### config.mk
export PLATFORM = sky130hd
export DESIGN_NAME = keypad_scanner
export DESIGN_NICKNAME = d
export VERILOG_FILES = /design/src/rtl/keypad_scanner.sv
export SDC_FILE = /design/constraint.sdc
export NUM_CORES = 1
export LEC_CHECK = 0
export BUFFER_PORTS_ARGS = -buffer_cell sky130_fd_sc_hd__buf_2
export CORE_ASPECT_RATIO = 2
export CORE_MARGIN = 4
export CORE_UTILIZATION = 45
export CTS_BUF_LIST = sky130_fd_sc_hd__clkbuf_4
export DETAILED_ROUTE_END_ITERATION = 8
export PLACE_DENSITY_LB_ADDON = 0.3
export SYNTH_ARGS = -nofsm -noshare
export SYNTH_HDL_FRONTEND = slang
export SYNTH_SLANG_ARGS = --single-unit
### constraint.sdc
create_clock -name clk -period 5.5 [get_ports clk]
set_clock_uncertainty 0.2 [all_clocks]
set_input_delay 1.1 -clock clk [delete_from_list [all_inputs] [get_ports clk]]
set_output_delay 1.1 -clock clk [all_outputs]
set_load 0.01 [all_outputs]
### src/rtl/keypad_scanner.sv
// keypad_scanner: 4x4 active-low keypad column scanner with key latch, release qualification and two-digit history.
//   clk          system clock
//   reset        asynchronous active-low reset
//   rows[3:0]    keypad rows, active-low, asynchronous to clk
//   cols[3:0]    keypad columns, one-hot-low, registered
//   key_code     hex code of the latched key
//   key_pressed  live level of the latched key's row
//   new_key      one-cycle pulse on each latch
//   digit_new    most recent key code
//   digit_old    previous key code
module keypad_scanner #(
  parameter int SCAN_DIV      = 4,
  parameter int RELEASE_TICKS = 2
) (
  input  logic       clk,
  input  logic       reset,
  input  logic [3:0] rows,
  output logic [3:0] cols,
  output logic [3:0] key_code,
  output logic       key_pressed,
  output logic       new_key,
  output logic [3:0] digit_new,
  output logic [3:0] digit_old
);
  localparam int CW = $clog2(SCAN_DIV);
  localparam int RW = $clog2(RELEASE_TICKS + 1);
  // nibble {row, col} holds the legend of that key
  localparam logic [63:0] KEY_MAP = 64'hDF0E_C987_B654_A321;
  typedef enum logic {SCAN, HOLD} state_t;
  state_t        state_q, state_d;
  logic [CW-1:0] cnt_q, cnt_d;
  logic [RW-1:0] rel_q, rel_d;
  logic [3:0]    rows_m_q, rows_s_q;
  logic [3:0]    cols_q, cols_d;
  logic [1:0]    row_q, row_d;
  logic [3:0]    key_code_q, key_code_d;
  logic          key_pressed_q, key_pressed_d;
  logic          new_key_q, new_key_d;
  logic [3:0]    digit_new_q, digit_new_d;
  logic [3:0]    digit_old_q, digit_old_d;
  logic          tick, one_low, row_high, released;
  logic [3:0]    low, cols_rot, new_code;
  logic [1:0]    hit_row, col_idx;
  assign tick     = cnt_q == CW'(SCAN_DIV - 1);
  assign low      = ~rows_s_q;
  // exactly one row low; two or more is a ghost and is ignored
  assign one_low  = (low != 4'd0) && ((low & (low - 4'd1)) == 4'd0);
  assign hit_row  = low[0] ? 2'd0 : low[1] ? 2'd1 : low[2] ? 2'd2 : 2'd3;
  assign col_idx  = !cols_q[0] ? 2'd0 : !cols_q[1] ? 2'd1 : !cols_q[2] ? 2'd2 : 2'd3;
  assign new_code = KEY_MAP[{hit_row, col_idx, 2'b00} +: 4];
  assign cols_rot = {cols_q[2:0], cols_q[3]};
  assign row_high = rows_s_q[row_q];
  assign released = tick && row_high && rel_q == RW'(RELEASE_TICKS - 1);
  always_comb begin
    state_d       = state_q;
    cnt_d         = tick ? '0 : cnt_q + 1'b1;
    rel_d         = rel_q;
    cols_d        = cols_q;
    row_d         = row_q;
    key_code_d    = key_code_q;
    key_pressed_d = key_pressed_q;
    new_key_d     = 1'b0;
    digit_new_d   = digit_new_q;
    digit_old_d   = digit_old_q;
    if (state_q == SCAN) begin
      if (tick && one_low) begin
        state_d       = HOLD;
        row_d         = hit_row;
        key_code_d    = new_code;
        key_pressed_d = 1'b1;
        new_key_d     = 1'b1;
        digit_old_d   = digit_new_q;
        digit_new_d   = new_code;
      end else if (tick) begin
        cols_d = cols_rot;
      end
    end else begin
      key_pressed_d = !row_high;
      // release completion wins over detection; next detect is on a later tick
      if (released) begin
        state_d = SCAN;
        rel_d   = '0;
        cols_d  = cols_rot;
      end else if (tick) begin
        rel_d = row_high ? rel_q + 1'b1 : '0;
      end
    end
  end
  always_ff @(posedge clk or negedge reset) begin
    if (!reset) begin
      state_q       <= SCAN;
      cnt_q         <= '0;
      rel_q         <= '0;
      rows_m_q      <= 4'b1111;
      rows_s_q      <= 4'b1111;
      cols_q        <= 4'b1110;
      row_q         <= 2'd0;
      key_code_q    <= 4'd0;
      key_pressed_q <= 1'b0;
      new_key_q     <= 1'b0;
      digit_new_q   <= 4'd0;
      digit_old_q   <= 4'd0;
    end else begin
      state_q       <= state_d;
      cnt_q         <= cnt_d;
      rel_q         <= rel_d;
      rows_m_q      <= rows;
      rows_s_q      <= rows_m_q;
      cols_q        <= cols_d;
      row_q         <= row_d;
      key_code_q    <= key_code_d;
      key_pressed_q <= key_pressed_d;
      new_key_q     <= new_key_d;
      digit_new_q   <= digit_new_d;
      digit_old_q   <= digit_old_d;
    end
  end
  assign cols        = cols_q;
  assign key_code    = key_code_q;
  assign key_pressed = key_pressed_q;
  assign new_key     = new_key_q;
  assign digit_new   = digit_new_q;
  assign digit_old   = digit_old_q;
endmodule
==> flow_summary.toml, run 1 <==
[timing]
fin_crit_sh_pct = 43.3
fin_ws_ns = 3.12
setup_viol_count_final = 0
holdWs_ns = 0.160
final.setup.tns_ns = 0
hold_viol = 0
max_freq_mhz = 420
rsz0062_at_grt = "no"
worst_slew_pin_slew_ns = 0.615
slew_headroom_pct = 59.0
maxSlewViolCount = 0
period_needed_ns = 2.38

[outcome]
status = "finished clean"

[global_route]
grt_usage_pct = 13.7
antenna_found_initial = 0
grt_max_degree = 30
grt_pass1_wl_mm = 3.99
grt_pass1_vias = 881
grt_overflow = 0

[cts]
post-cts-setup-buffers = 0
clockBufferDepth = 2
clock-sinks = 29
numCtsBuffers = 5
cts.clk_slew.worst_paths_ns = 0.09
cts.repair.resized = 0
clk-insertion-delay-late_ns = 0.32
cts_tree = "done"
hold_buffers = 0
h-tree-depth = 2
clockRootBuffer = "clkbuf_4"

[setup_path]
critPathCaptureType = "output port"
crit_buf_inv = 1
r2r-end = "digit_new[3]$_DFFE_PN0P_"
startpoint_type = "flop"
cp_data_arrival_time_ns = 1.08
crit_required_ns = 4.20
crit_family = "flip-flops"
cp_cell_sequence = "buf_2"
rrSetupSlack_ns = 3.44
r2r-start = "cols[1]$_DFFE_PN1P_"
critPathKind = "reg2out"
slowest_stage = "dfstp_2"
slowest_delay_ns = 0.60
r2r_cells = 7
crit_fanout = 7

[power_and_ir_drop]
powerDensity_nw_per_um2 = 386
seqPwrFrac_pct = 48.1
internal-power_uw = 435
p_sw_uw = 175
leakagePower_nw = 0.820
p_sw_share_pct = 28.7
p_clk_share_pct = 28.1
ir_worst_vdd_uv = 220
pwr-share-comb_pct = 23.8

[logic_synthesis]
async_flop_share_pct = 100
ys.warnings.count = 0
yosysMostFrequentCell = "dfrtp_1"
yosysTopAreaCell = "dfrtp_1"
synth-edff-count = 0
syn_area_um2 = 1420
ys_ff_latch = 29
synth-main-ff-cell = "dfrtp_1"
syn_avg_cell_area_um2 = 13.1
synthTopCellsByArea = "dfrtp_1, dfstp_2, ha_1, mux2_4, mux2_2"
synth.top_cell.area_share_pct = 31.7
ys_types = 30
seq_area_frac_synth_pct = 52.0
syn_nets = 123
ys_top_cells_by_count = "dfrtp_1, dfstp_2, nand2_1, ha_1, inv_1"
syn_inst = 109

[floorplanning]
dieWidth_um = 47.8
die_area_um2 = 4180
core_um2 = 3010
ios = 24
start_util_pct = 47.2
rows = 28
die_h_um = 87.5

[placed_design]
dp_hpwl_mm = 1.75
gp_congestion = 0.771
pre_cts_slack_ns = 3.43
io_buffers = 23

[routing]
vias_per_cell = 5.37
wl_mm = 2.28
num_vias = 870
drcViolationCount = 0
initialDrtViolationCount = 12
ant_nets = 0
dr.pass1.iters = 5
post_drt_wl_per_cell_um = 14.1

[layout]
final_nets = 145
n_fill_cell = 273
n_antenna_cell = 0
area_delta_synth_final_pct = 11.0
fin_util_pct = 52.4
drive_above_1_share_pct = 45.5

[job]
maxCapViolations = 0

[min_path]
hold_start = "rows_m_q[2]$_DFF_PN1_"
holdPathEnd = "rows_s_q[2]$_DFF_PN1_"
hp-class = "reg2reg"
min_path_cells = 0
-- routing by layer --
metal  up-vias  global-route usage (%)  wire length, um  part of all wire [%]
met2        19                    22.7             1330                    58
met3         6                    5.59               92                   4.0
li1        410                       -                -                     -
met4         0                    7.35               65                   2.8
met1       435                    13.8              799                    35
met5         -                       0                0                     0
-- kinds of logic (layout without fill, tap and decap cells) --
logic type | after synthesis | after routing | share of synthesized area, %
mux | 17 | 17 | 15.6
flops | 29 | 29 | 52.0
xor+xnor | 1 | 1 | 1.14
simple gates | 23 | 23 | 8.62
compound gates | 15 | 15 | 8.27
fa+ha+maj | 8 | 8 | 7.04
buf+inv | 16 | 39 | 7.39
-- power groups by stage --
stage          Clock, mW  Sequential [mW]  Combinational, mW
2_1_floorplan          0            0.303             0.0996
3_3_place_gp           0            0.296              0.144
3_5_place_dp           0            0.298              0.149
4_1_cts            0.176            0.295              0.149
5_1_grt            0.186            0.302              0.161
6_report           0.171            0.293              0.145
-- layout by cell type (no fill, tap or decap), types with 2 or more instances in the layout --
cell type	instances
a21oi_1	7
buf_2	23
clkbuf_4	6
dfrtp_1	18
dfstp_2	11
ha_1	8
inv_1	8
mux2_2	6
mux2_4	6
mux2i_1	3
nand2_1	10
nand3_2	2
nand4b_1	2
nor2_1	4
-- state kept, by name, indices dropped and copies added (netlist names) --
signal       flops
digit_old        4
cols             4
cnt_q            2
state_q          1
digit_new        4
row_q            2
new_key          1
rows_m_q         4
rel_q            2
key_pressed      1
rows_s_q         4
-- worst max-delay path by stage --
stage	start	endpoint	slack, ns	cells past startpoint
after floorplan	digit_new[0]$_DFFE_PN0P_	key_code[0]	3.64	1
after global placement	rows_s_q[2]$_DFF_PN1_	digit_new[2]$_DFFE_PN0P_	3.47	4
after detailed placement	rows_s_q[2]$_DFF_PN1_	digit_new[0]$_DFFE_PN0P_	3.43	4
after CTS	cols[1]$_DFFE_PN1P_	cols[1]	3.11	1
after global routing	cols[1]$_DFFE_PN1P_	cols[1]	3.08	1
final	cols[1]$_DFFE_PN1P_	cols[1]	3.12	1
-- per-stage QoR --
step	instance area (um^2)	std cells	power, mW
2_1_floorplan	1420	109	0.402
3_3_place_gp	1500	154	0.440
3_5_place_dp	1500	154	0.447
4_1_cts	1580	162	0.620
5_1_grt	1580	162	0.649
6_report	1580	162	0.610
-- area by class of cell --
type | count | area (um^2) | area share [%]
repair buffers | 23 | 115 | 7.29
clock buffers | 6 | 45.0 | 2.85
multi-input cells | 64 | 578 | 36.6
clock inverters | 2 | 33.8 | 2.14
flip-flops and latches | 29 | 739 | 46.8
well taps | 30 | 37.5 | 2.38
inverters | 8 | 30.0 | 1.90
(Power assumes the default switching activity.)
==> run 2: changes to the inputs <==
==> constraint.sdc (replaced) <==
create_clock -name clk -period 2.4 [get_ports clk]
set_clock_uncertainty 0.2 [all_clocks]
set_input_delay 0.48 -clock clk [delete_from_list [all_inputs] [get_ports clk]]
set_output_delay 0.48 -clock clk [all_outputs]
set_load 0.01 [all_outputs]
==> run 2 against run 1 <==
  * Worst setup slack lost 2.8 ns
  * Sequential share of layout area grew 0.56 points
  * Clock power grew 50%
  * Design area shrank 1.2%
  * Wire length grew 2.8%
  * Core utilization shrank 0.62 points
  * Final cell count grew 0.62%
  * Non-clock buffer count grew 1
  * Combinational power grew 130%
  * First-iteration DRC count shrank 8.3%
  * Power grew 110%
  * Critical path depth grew 6
  * Critical endpoint is now digit_new[3]$_DFFE_PN0P_
  * Highest routed layer unchanged
==> flow_summary.toml, run 2 (synthesized netlist as in run 1, its figures left out) <==
[placed_design]
dp_hpwl_mm = 1.85
gp_congestion = 0.714
io_buffers = 23
post_dp_cell_area_um2 = 1500

[routing]
vias_per_cell = 5.33
drcViolationCount = 0
wl_mm = 2.35
dr.pass1.iters = 4
post_drt_wl_per_cell_um = 14.4
num_vias = 869
initialDrtViolationCount = 11
ant_nets = 0

[power_and_ir_drop]
internal-power_uw = 875
seqPwrFrac_pct = 53.3
p_sw_share_pct = 30.8
pwr-share-comb_pct = 26.5
p_clk_share_pct = 20.2
p_sw_uw = 389
leakagePower_nw = 0.811
ir_worst_vdd_uv = 403
powerDensity_nw_per_um2 = 810

[layout]
drive_above_1_share_pct = 44.4
register_area_um2 = 739
multi_input_area_um2 = 578
n_fill_cell = 274
n_antenna_cell = 0
area_delta_synth_final_pct = 9.67
final_nets = 146
final_area_um2 = 1560
layout_commonest_cell = "buf_2"
layout_common_cells = "buf_2, dfrtp_1, dfstp_2, nand2_1"

[setup_path]
critPathKind = "reg2reg"
crit_fanout = 7
critPathCaptureType = "flop"
cp_data_arrival_time_ns = 2.13
crit_required_ns = 2.46
startpoint_type = "flop"

[cts]
clk-insertion-delay-late_ns = 0.31
h-tree-depth = 2
post-cts-setup-buffers = 0
cts_tree = "done"
hold_buffers = 1
clockBufferDepth = 2
clock-sinks = 29
clockRootBuffer = "clkbuf_4"
numCtsBuffers = 5
cts.clk_slew.worst_paths_ns = 0.08
cts.repair.resized = 0

[global_route]
grt_overflow = 0
grt_max_degree = 30
antenna_found_initial = 0
grt_pass1_wl_mm = 4.00
grt_pass1_vias = 917
grt_usage_pct = 13.5

[floorplanning]
rows = 28
die_area_um2 = 4180
core_um2 = 3010
dieWidth_um = 47.8
die_h_um = 87.5
start_util_pct = 47.2
ios = 24

[timing]
fin_crit_sh_pct = 86.4
worst_slew_pin_slew_ns = 0.609
max_freq_mhz = 482
maxSlewViolCount = 0
rsz0062_at_grt = "no"
period_needed_ns = 2.07
hold_viol = 0
setup_viol_count_final = 0
slew_headroom_pct = 59.4
final.setup.tns_ns = 0

[min_path]
hp-class = "in2reg"

[job]
maxCapViolations = 0

[outcome]
status = "finished clean"
run 2: cell types whose count changed in the layout (fill, tap and decap cells not counted), sizes merged:
cell / previous run / this run
clkinv: 1 / 3
bufinv: 1 / 0
dlygate4sd3: 0 / 1
clkbuf: 6 / 5
run 2: final cells by class:
type,instances,share of cell area [%]
clock inverters,3,0.802
inverters,8,1.92
multi-input cells,64,37.0
flip-flops and latches,29,47.4
well taps,30,2.41
repair buffers,24,8.02
clock buffers,5,2.41
run 2: power by group through the flow:
| stage | sequential, mW | combinational [mW] | clock [mW] |
|---|---|---|---|
| finish | 0.673 | 0.335 | 0.256 |
| global route | 0.689 | 0.371 | 0.303 |
| CTS | 0.674 | 0.343 | 0.273 |
| detailed placement | 0.683 | 0.342 | 0 |
| global placement | 0.678 | 0.331 | 0 |
| floorplan | 0.694 | 0.228 | 0 |
run 2: per-stage QoR:
step                cells  setup slack [ns]  util (%)  power, mW  hold WS (ns)
CTS                   163             0.308      51.8       1.29        0.0338
global placement      154             0.357      49.8       1.01         0.146
finish                163             0.326      51.8       1.26        0.0553
detailed placement    154             0.328      49.8       1.03         0.147
global route          163             0.177      51.8       1.36        0.0182
floorplan             109             0.538         -      0.922       -0.0156
run 2: worst paths after layout:
path,from,endpoint,slack [ns],depth (start not counted)
hold / removal,rows[3],rows_m_q[3]$_DFF_PN1_,0.06,1
setup reg to reg,cols[1]$_DFFE_PN1P_,digit_new[3]$_DFFE_PN0P_,0.33,7
min in group asynchronous,reset,new_key$_DFF_PN0_,0.51,2
setup / recovery,cols[1]$_DFFE_PN1P_,digit_new[3]$_DFFE_PN0P_,0.33,7
max in group asynchronous,reset,cnt_q[0]$_DFF_PN0_,1.08,2
hold reg to reg,rows_m_q[3]$_DFF_PN1_,rows_s_q[3]$_DFF_PN1_,0.16,0
run 2: layer usage:
layer  up-vias  GRT usage, %  share of wire (%)  wire length [um]
met3         8          4.35                3.9                92
met1       430          12.7                 33               779
li1        411             -                  -                 -
met2        20          23.6                 60              1410
met4         0          7.35                2.7                63
met5         -             0                  0                 0
run 2: critical path: stages (launching register included):
cell,delay (ns)
dfstp_2,0.60
nand2b_1,0.11
nand2_1,0.14
inv_1,0.10
ha_1,0.23
mux2_2,0.26
o21ai_0,0.20
mux2_4,0.18
